==> config.mk <==
export PLATFORM = sky130hd
export DESIGN_NAME = gshare_btb_predictor
export DESIGN_NICKNAME = d
export VERILOG_FILES = /design/src/rtl/gshare_btb_predictor_pkg.sv /design/src/rtl/gshare_btb_predictor_sat_counter2.sv /design/src/rtl/gshare_btb_predictor.sv
export SDC_FILE = /design/constraint.sdc
export NUM_CORES = 2
export LEC_CHECK = 0
export CORE_MARGIN = 4
export CORE_UTILIZATION = 55
export DETAILED_ROUTE_END_ITERATION = 8
export GPL_TIMING_DRIVEN = 0
export MAX_ROUTING_LAYER = met4
export PLACE_DENSITY_LB_ADDON = 0.2
export SYNTH_ARGS = -nofsm -noshare
export SYNTH_HDL_FRONTEND = slang
export SYNTH_HIERARCHICAL = 1
export SYNTH_SLANG_ARGS = --single-unit
==> constraint.sdc <==
create_clock -name clk -period 6.83 [get_ports clk]
set_clock_uncertainty 0.2 [all_clocks]
set_input_delay 1.366 -clock clk [delete_from_list [all_inputs] [get_ports clk]]
set_output_delay 1.366 -clock clk [all_outputs]
set_load 0.03 [all_outputs]
==> src/rtl/gshare_btb_predictor_pkg.sv <==
// Shared constants for the gshare/bimodal next-PC predictor.
// Counter encodings and index-mode selectors.
package gshare_btb_predictor_pkg;

  localparam int PRED_MODE_BIMODAL = 0;
  localparam int PRED_MODE_GSHARE  = 1;

  localparam logic [1:0] CTR_STRONG_NT = 2'd0;
  localparam logic [1:0] CTR_WEAK_NT   = 2'd1;
  localparam logic [1:0] CTR_WEAK_T    = 2'd2;
  localparam logic [1:0] CTR_STRONG_T  = 2'd3;

  localparam logic [1:0] PRED_ALLOC_CTR = CTR_WEAK_T;

endpackage

==> src/rtl/gshare_btb_predictor_sat_counter2.sv <==
// 2-bit saturating direction counter, next-state only.
// Pure combinational; the caller owns the storage.
module sat_counter2
  import gshare_btb_predictor_pkg::*;
(
  input  logic [1:0] ctr,
  input  logic       taken,
  output logic [1:0] ctr_next
);

  always_comb begin
    ctr_next = ctr;
    unique case (1'b1)
      taken && (ctr != CTR_STRONG_T):   ctr_next = ctr + 2'd1;
      !taken && (ctr != CTR_STRONG_NT): ctr_next = ctr - 2'd1;
      default:                          ctr_next = ctr;
    endcase
  end

endmodule

==> src/rtl/gshare_btb_predictor.sv <==
// Tagged direct-mapped BTB with 2-bit direction counters.
// Bimodal or gshare indexing; combinational lookup, EX-stage training.
module gshare_btb_predictor
  import gshare_btb_predictor_pkg::*;
#(
  parameter int         ENTRIES  = 64,
  parameter int         PC_W     = 16,
  parameter int         GHR_W    = 6,
  parameter int         MODE     = PRED_MODE_GSHARE,
  parameter logic [1:0] CTR_INIT = CTR_WEAK_NT
) (
  input  logic            clk,
  input  logic            rst,
  input  logic [PC_W-1:0] pc_if,
  output logic [31:0]     npc_pred,
  output logic            pred_taken,
  input  logic            upd_valid,
  input  logic [PC_W-1:0] upd_pc,
  input  logic [31:0]     upd_target,
  input  logic            upd_taken,
  input  logic            upd_is_cond,
  output logic [31:0]     hit_count
);

  localparam int IDX_W = $clog2(ENTRIES);
  localparam int TAG_W = PC_W - IDX_W - 2;

  logic             valid_q [ENTRIES];
  logic [TAG_W-1:0] tag_q   [ENTRIES];
  logic [31:0]      tgt_q   [ENTRIES];
  logic             cond_q  [ENTRIES];
  logic [1:0]       ctr_q   [ENTRIES];
  logic [GHR_W-1:0] ghr_q;

  function automatic logic [IDX_W-1:0] idx_of(
    input logic [PC_W-1:0]  pc,
    input logic [GHR_W-1:0] h
  );
    logic [IDX_W-1:0] base;
    base = pc[IDX_W+1:2];
    if (MODE == PRED_MODE_GSHARE)
      base[GHR_W-1:0] = base[GHR_W-1:0] ^ h;
    return base;
  endfunction

  logic [IDX_W-1:0] l_idx, u_idx;
  logic             hit, u_hit;
  logic [1:0]       ctr_nx;
  logic             unused_bits;

  assign unused_bits = ^{pc_if[1:0], upd_pc[1:0]};

  assign l_idx = idx_of(pc_if, ghr_q);
  assign u_idx = idx_of(upd_pc, ghr_q);

  // Gated by rst so outputs are defined before the arrays clear.
  assign hit = !rst && valid_q[l_idx]
             && (tag_q[l_idx] == pc_if[PC_W-1:IDX_W+2]);
  assign u_hit = valid_q[u_idx]
               && (tag_q[u_idx] == upd_pc[PC_W-1:IDX_W+2]);

  assign pred_taken = hit && (!cond_q[l_idx] || ctr_q[l_idx][1]);
  assign npc_pred = pred_taken ? tgt_q[l_idx]
                               : 32'(pc_if) + 32'd4;

  sat_counter2 u_ctr (
    .ctr      (ctr_q[u_idx]),
    .taken    (upd_taken),
    .ctr_next (ctr_nx)
  );

  always_ff @(posedge clk) begin
    if (rst) begin
      for (int i = 0; i < ENTRIES; i++) begin
        valid_q[i] <= 1'b0;
        ctr_q[i]   <= CTR_INIT;
      end
      ghr_q     <= '0;
      hit_count <= '0;
    end else begin
      if (upd_valid) begin
        if (u_hit) begin
          ctr_q[u_idx]  <= ctr_nx;
          cond_q[u_idx] <= upd_is_cond;
          if (upd_taken)
            tgt_q[u_idx] <= upd_target;
        end else if (upd_taken) begin
          valid_q[u_idx] <= 1'b1;
          tag_q[u_idx]   <= upd_pc[PC_W-1:IDX_W+2];
          tgt_q[u_idx]   <= upd_target;
          cond_q[u_idx]  <= upd_is_cond;
          ctr_q[u_idx]   <= PRED_ALLOC_CTR;
        end
        if (upd_is_cond)
          ghr_q <= (ghr_q << 1) | GHR_W'(upd_taken);
      end
      if (hit && (hit_count != '1))
        hit_count <= hit_count + 32'd1;
    end
  end

endmodule

* Word level (Yosys, flattened, before mapping)
Memories as Yosys holds them, arrays and structs flattened.
Index checks and enable logic that the tools add are counted.
** Operators by class
- Eq/ne operators :: 4
- Bitwise operators :: 6
- Reductions and logical operators :: 15
- Mux-type cells :: 26
- Add/sub/neg operators :: 4
** Operators by type and width (count)
- 32-bit two-way mux :: 2
- 32-bit by 1-bit adder with 32-bit output (second input constant) :: 1
- 32-bit inequality test (second input constant) :: 1
- 1-bit two-way mux :: 19
- 16-bit by 3-bit adder with 17-bit output (second input constant) :: 1
- 8-bit == test :: 2
- 6-bit two-way mux :: 2
- 6-bit bitwise XOR :: 2
- 1-bit logical AND :: 7
- 6-bit by 1-bit OR with 6-bit output :: 1
- 2-bit two-way mux :: 2
- 2-bit one-hot mux with 2 select lines :: 1
- 1-bit zero test :: 3
- 1-bit OR :: 3
- 2-bit by 1-bit adder with 2-bit output (second input constant) :: 1
- 2-bit inequality test (second input constant) :: 1
- 2-bit AND reduction :: 1
- 2-bit nonzero test :: 1
- 2-bit OR reduction :: 1
- 2-bit by 1-bit subtractor with 2-bit output (second input constant) :: 1
- 1-bit logical OR :: 1
- 1-bit OR reduction :: 1
** Word-level totals
- Output and inout bits :: 65
- Memories kept :: 5
- Word-level logic and storage cells :: 62
- Input bits :: 69
- Flip-flop bits (word level) :: 38
- Memory bits (writable) :: 2816
** Memory list
- tgt_q :: words 64, width 32, rd ports 1, clocked after memory_dff 0, wr ports 1, RTL line gshare_btb_predictor.sv:30 : logic [31:0] tgt_q [ENTRIES];
- tag_q :: words 64, width 8, rd ports 2, clocked after memory_dff 0, wr ports 1, RTL line gshare_btb_predictor.sv:29 : logic [TAG_W-1:0] tag_q [ENTRIES];
- ctr_q :: words 64, width 2, rd ports 2, clocked after memory_dff 0, wr ports 64, RTL line gshare_btb_predictor.sv:32 : logic [1:0] ctr_q [ENTRIES];
- cond_q :: words 64, width 1, rd ports 1, clocked after memory_dff 0, wr ports 1, RTL line gshare_btb_predictor.sv:31 : logic cond_q [ENTRIES];
- valid_q :: words 64, width 1, rd ports 2, clocked after memory_dff 0, wr ports 64, RTL line gshare_btb_predictor.sv:28 : logic valid_q [ENTRIES];

* Depth between registers and ports, before layout
An unclocked memory read counts as a cell.
- Word-level depth :: 11
- Gate-level depth with buffers :: 18
- Gate-level depth less buffers :: 14

* By module
Netlist, hierarchy kept.
** Modules (own cells, without submodules)
- gshare_btb_predictor :: area each 115416.9 um^2, instances 1, cells each 5961, sequential area each 84681.2 um^2
- sat_counter2 :: area each 25.0 um^2, instances 1, cells each 5, sequential area each 0.0 um^2

* Least setup slack after synthesis
OpenSTA, ideal clock, no wires.
- Path kind :: input-to-output
- From :: in pc_if[4]
- To :: out npc_pred[31]
- Stages on the path :: 16
- Path buffers :: 6
- Slack :: 0.054 ns
- Arrival time :: 5.210 ns
- Path through :: clkbuf_2 > xor2_1 > buf_6 > buf_2 > buf_1 > mux4_2 > a221oi_1 > nand2_1 > nand3_1 > nand4_1 > nor3_1 > nand4_1 > nand2b_1 > buf_2 > buf_2 > a311oi_1
** On the way
- Cells in the longest elaborated chain, start to end :: 6
- Elaborated cells between the ends (all ways) :: 13
- Classes of those cells :: 1 x eq/ne; 1 x mux; 1 x bitwise; 5 x reduce/logical; 5 x memory
** Ends and longest elaborated chain
- start: declaration :: RTL line gshare_btb_predictor.sv:14 : input logic [PC_W-1:0] pc_if,
- 6-bit bitwise XOR * :: RTL line gshare_btb_predictor.sv:42 : base[GHR_W-1:0] = base[GHR_W-1:0] ^ h;
- memory 64 x 8 bit (tied with other cells)
- 8-bit == test (tied with other cells) :: RTL line gshare_btb_predictor.sv:58 : && (tag_q[l_idx] == pc_if[PC_W-1:IDX_W+2]);
- 1-bit logical AND or 1-bit logical OR (tied branches) :: RTL line gshare_btb_predictor.sv:58, gshare_btb_predictor.sv:62
- 1-bit logical AND :: RTL line gshare_btb_predictor.sv:62 : assign pred_taken = hit && (!cond_q[l_idx] || ctr_q[l_idx][1]);
- 32-bit two-way mux * :: RTL line gshare_btb_predictor.sv:63 : assign npc_pred = pred_taken ? tgt_q[l_idx]
- end: declaration :: RTL line gshare_btb_predictor.sv:15 : output logic [31:0] npc_pred,
Mark *: on every way between the ends. The rest lies on a longest branch, timed or not.

* Worst setup path in the final report
- From :: in upd_pc[4]
- To :: mem tag_q[51][2] (netlist name), enable pin
** On the way
- Cells in the longest elaborated chain, start to end :: 8
- Elaborated cells between the ends (all ways) :: 9
- Classes of those cells :: 1 x eq/ne; 4 x mux; 1 x bitwise; 1 x reduce/logical; 2 x memory
** Ends and longest elaborated chain
- start: declaration :: RTL line gshare_btb_predictor.sv:18 : input logic [PC_W-1:0] upd_pc,
- 6-bit bitwise XOR * :: RTL line gshare_btb_predictor.sv:42
- memory 64 x 8 bit
- 8-bit == test :: RTL line gshare_btb_predictor.sv:60 : && (tag_q[u_idx] == upd_pc[PC_W-1:IDX_W+2]);
- 1-bit logical AND :: RTL line gshare_btb_predictor.sv:60
- 1-bit two-way mux :: RTL line gshare_btb_predictor.sv:82 : if (u_hit) begin
- 1-bit two-way mux :: RTL line gshare_btb_predictor.sv:81 : if (upd_valid) begin
- 1-bit two-way mux :: RTL line gshare_btb_predictor.sv:73 : if (rst) begin
- 1-bit two-way mux (not written as such) :: RTL line gshare_btb_predictor.sv:89 : tag_q[u_idx] <= upd_pc[PC_W-1:IDX_W+2];
- end: declaration :: RTL line gshare_btb_predictor.sv:29
Marked as above.

==> reports/metrics.yaml <==
outcome:
  status: "finished, violations left"
  violations: "DRC, capacitance limit, slew limit, setup timing"
clock_network:
  cts_buffers: 309
  clk_latency_ps: 950
  htree_num_levels: 5
  numClockSinks: 2854
  cts.reportedPaths.clkPinSlew_ps: 60
  clock_path_buffers: 4
  cts_hold_buf: 0
  tritoncts: "done"
  clockRootBuffer: "clkbuf_16"
sta:
  hold_viol: 0
  grt_setup_unrepaired: "yes"
  slew_viol_final: 22
  setup_violations: 672
  max_slew.worst_pin.slew_ps: 1600
  hold_slack_ps: 281
  layout_min_cycle_time_ps: 7150
  final.setup.worst_slack_ps: -316
  max_freq_ghz: 0.140
  fin_tns_setup_ps: -106840
  maxSlewHeadroom_pct: -6.90
  post-route-period-util_pct: 105
pwr:
  clock_power_share_pct: 41.5
  swShare_pct: 23.1
  p_leak_nw: 43.2
  power_switching_mw: 9.02
  seqPwrFrac_pct: 49.3
  combPwrFrac_pct: 9.2
  power.density_mw_per_mm2: 283
  intPower_mw: 30.0
  fin_total_pwr_mw: 39.0
  peakVddDrop_mv: 0.334
critical_path:
  path_class: "input pin to register"
  cp.buffers_inverters: 8
  critical_path.cell_chain: "clkdlybuf4s50_1 -> xor2_1 -> buf_2 -> nand3_2 -> buf_4 -> buf_4 -> o22ai_1 -> o31ai_4 -> nand4_1 -> nor2_1 -> xnor2_1 -> nand4_1 -> nor3_4 -> buf_12 -> or2_2 -> clkbuf_1 -> buf_2 -> nor2_1 -> buf_4"
  endpoint_kind: "register"
  crit_slowest_cell: "clkdlybuf4s50_1"
  crit_required_ps: 7280
  rr_startpoint: "ghr_q[5]"
  cp-start-kind: "input pin"
  slowest_delay_ps: 770
  path_max_fanout: 10
  cp_common_cell: "buf_4"
  crit_arrival_ps: 7600
  cp_top_family: "buffers and inverters"
  crit_path_start: "upd_pc[4]"
floorplan:
  core_mm2: 0.208
  die_w_um: 466
  num_rows: 167
  die_area_mm2: 0.217
  start_util_pct: 55.5
  io_pins: 134
  die_h_um: 466
final_layout:
  area_delta_synth_final_pct: 19.4
  nFillCells: 13500
  utilization_pct: 66.3
  nets: 6719
  most-common-layout-cells: "edfxtp_1, mux4_2, o22ai_1"
  layout-drive-gt1-share_pct: 31.3
  final_common_cell: "edfxtp_1"
synth:
  yosys_warnings: 6
  postSynthAreaPerCell_um2: 19.3
  synth_edf_count: 2752
  ys_seq_elements: 2854
  syn_area_mm2: 0.115
  synth_nets: 6037
  synthFlopType: "edfxtp_1"
  ys_async_sr_fraction_pct: 0
  syn-instance-count: 5966
  synth_cell_types: 70
  seq_area_frac_synth_pct: 73.4
drt:
  drtIter0Drc: 12800
  drcViolationCount: 1
  drt-vias-per-instance: 7.26
  wl_per_cell_um: 43.7
  routed_wl_um: 422000
  drt-pass1-iter-count: 9
  via_count: 70200
  ant_nets: 0
placement:
  gp_congestion: 1.08
  dp_slack_ps: -4760
  portBuffers: 125
  hpwlAfterDp_um: 281000
global_route:
  overflow: 0
  antenna_found_initial: 24
  grt_pass1_vias: 67700
  grt_max_degree: 65
  track_usage_pct: 40.2
  grt_pass1_wl_um: 572000
hold_path:
  hold_start: "valid_q[48]"
  holdCritPathClass: "register to register"
job:
  maxCapViolCount: 2
-- cell type report --
| class | count | area [um^2] | share of cell area [%] |
|---|---|---|---|
| Tap cell | 2788 | 3490 | 2.53 |
| Sequential cell | 2854 | 84700 | 61.4 |
| Timing Repair Buffer | 375 | 5190 | 3.76 |
| Inverter | 77 | 289 | 0.210 |
| Multi-Input combinational cell | 2618 | 30900 | 22.4 |
| Clock buffer | 377 | 8190 | 5.94 |
| Clock inverter | 143 | 1330 | 0.966 |
| Antenna cell | 21 | 52.6 | 0.0381 |
| Buffer | 413 | 3710 | 2.69 |
-- power groups by stage --
stage                     Clock, mW  Sequential (mW)  Combinational [mW]
after detailed placement          0             19.6                3.09
final                          16.2             19.2                3.60
after global routing           17.0             19.2                3.63
after global placement            0             19.6                2.99
after floorplan                   0             19.6                1.58
after CTS                      16.2             19.2                3.43
-- worst min-delay path: stages (launching register included) --
cell and delay (ps):
dfxtp_1 320, inv_1 50, o22ai_1 60
-- logic make-up after synthesis --
| logic type | Yosys count | share of synthesized area [%] |
|---|---|---|
| AOI/OAI and AO/OA | 732 | 4.34 |
| DFF | 2854 | 73.4 |
| and+or+nand+nor | 969 | 3.93 |
| muxes | 862 | 16.2 |
| xor gates and xnor gates | 53 | 0.402 |
| buffers and inverters | 494 | 1.78 |
| adders and majority gates | 2 | 0.0217 |
-- final timing paths --
check	end	slack, ps	depth (start not counted)
min	valid_q[48]	280	2
min reg2reg	valid_q[48]	280	2
max	tag_q[51][2]	-320	19
max reg2reg	tag_q[51][2]	390	17
-- metal layers --
metal / GRT usage (%) / up-vias / share of wire, %
li1: - / 26400 / -
met1: 50.5 / 36500 / 34
met2: 59.1 / 5897 / 46
met3: 10.9 / 1429 / 12
met4: 24.1 / 0 / 7.8
met5: - / - / 0
-- timing repair --
action / in CTS / in global routing
gates cloned: 4 / 1
buffers inserted: 90 / 29
pin swaps: 63 / 26
setup endpoints to repair: 961 / 663
gates resized for setup: 1197 / 102
-- per-stage QoR --
stage	area, um^2	std cells
after global routing	138000	9661
after CTS	137000	9618
after global placement	120000	8879
after floorplan	115000	5966
after detailed placement	123000	9006
final	138000	9666
-- cells in the mapped netlist, types with 5 or more instances --
| library cell | instances | share of area [%] |
|---|---|---|
| buf_2 | 119 | 0.52 |
| o21bai_1 | 66 | 0.43 |
| nor3_1 | 36 | 0.16 |
| nand3_1 | 136 | 0.59 |
| or4_1 | 8 | 0.052 |
| mux4_2 | 787 | 15 |
| a22oi_1 | 65 | 0.42 |
| nand2_1 | 221 | 0.72 |
| mux2_2 | 31 | 0.30 |
| dfxtp_1 | 102 | 1.8 |
| a311oi_1 | 13 | 0.099 |
| o21ai_1 | 8 | 0.035 |
| nor2_1 | 352 | 1.1 |
| xnor2_1 | 31 | 0.24 |
| xor2_1 | 22 | 0.17 |
| o21ai_0 | 39 | 0.17 |
| a32oi_1 | 7 | 0.053 |
| or3_1 | 15 | 0.081 |
| o311ai_0 | 9 | 0.068 |
| clkbuf_1 | 223 | 0.73 |
| edfxtp_1 | 2752 | 72 |
| nor3b_1 | 32 | 0.21 |
| or2_2 | 9 | 0.049 |
| nor4_1 | 27 | 0.15 |
| o31a_1 | 6 | 0.046 |
| buf_4 | 8 | 0.052 |
| nand3b_1 | 32 | 0.21 |
| o22ai_1 | 335 | 1.8 |
| a21oi_1 | 42 | 0.18 |
| mux2i_1 | 34 | 0.29 |
| o31ai_1 | 10 | 0.065 |
| a31oi_1 | 21 | 0.11 |
| nor2b_1 | 23 | 0.12 |
| o221ai_1 | 5 | 0.038 |
| inv_1 | 77 | 0.25 |
| o41ai_1 | 61 | 0.46 |
| a211oi_1 | 7 | 0.046 |
| mux4_1 | 10 | 0.23 |
| buf_1 | 64 | 0.21 |
| nand4_1 | 45 | 0.24 |
| and3_1 | 18 | 0.098 |
| a221oi_1 | 8 | 0.061 |
| o211ai_1 | 7 | 0.046 |
-- registers in the layout, summed over array words and instances (netlist names) --
signal     count
cond_q        64
ghr_q          6
tgt_q       2048
hit_count     32
valid_q       64
tag_q        512
ctr_q        128
No activity file was read; power rests on OpenSTA's default activity.
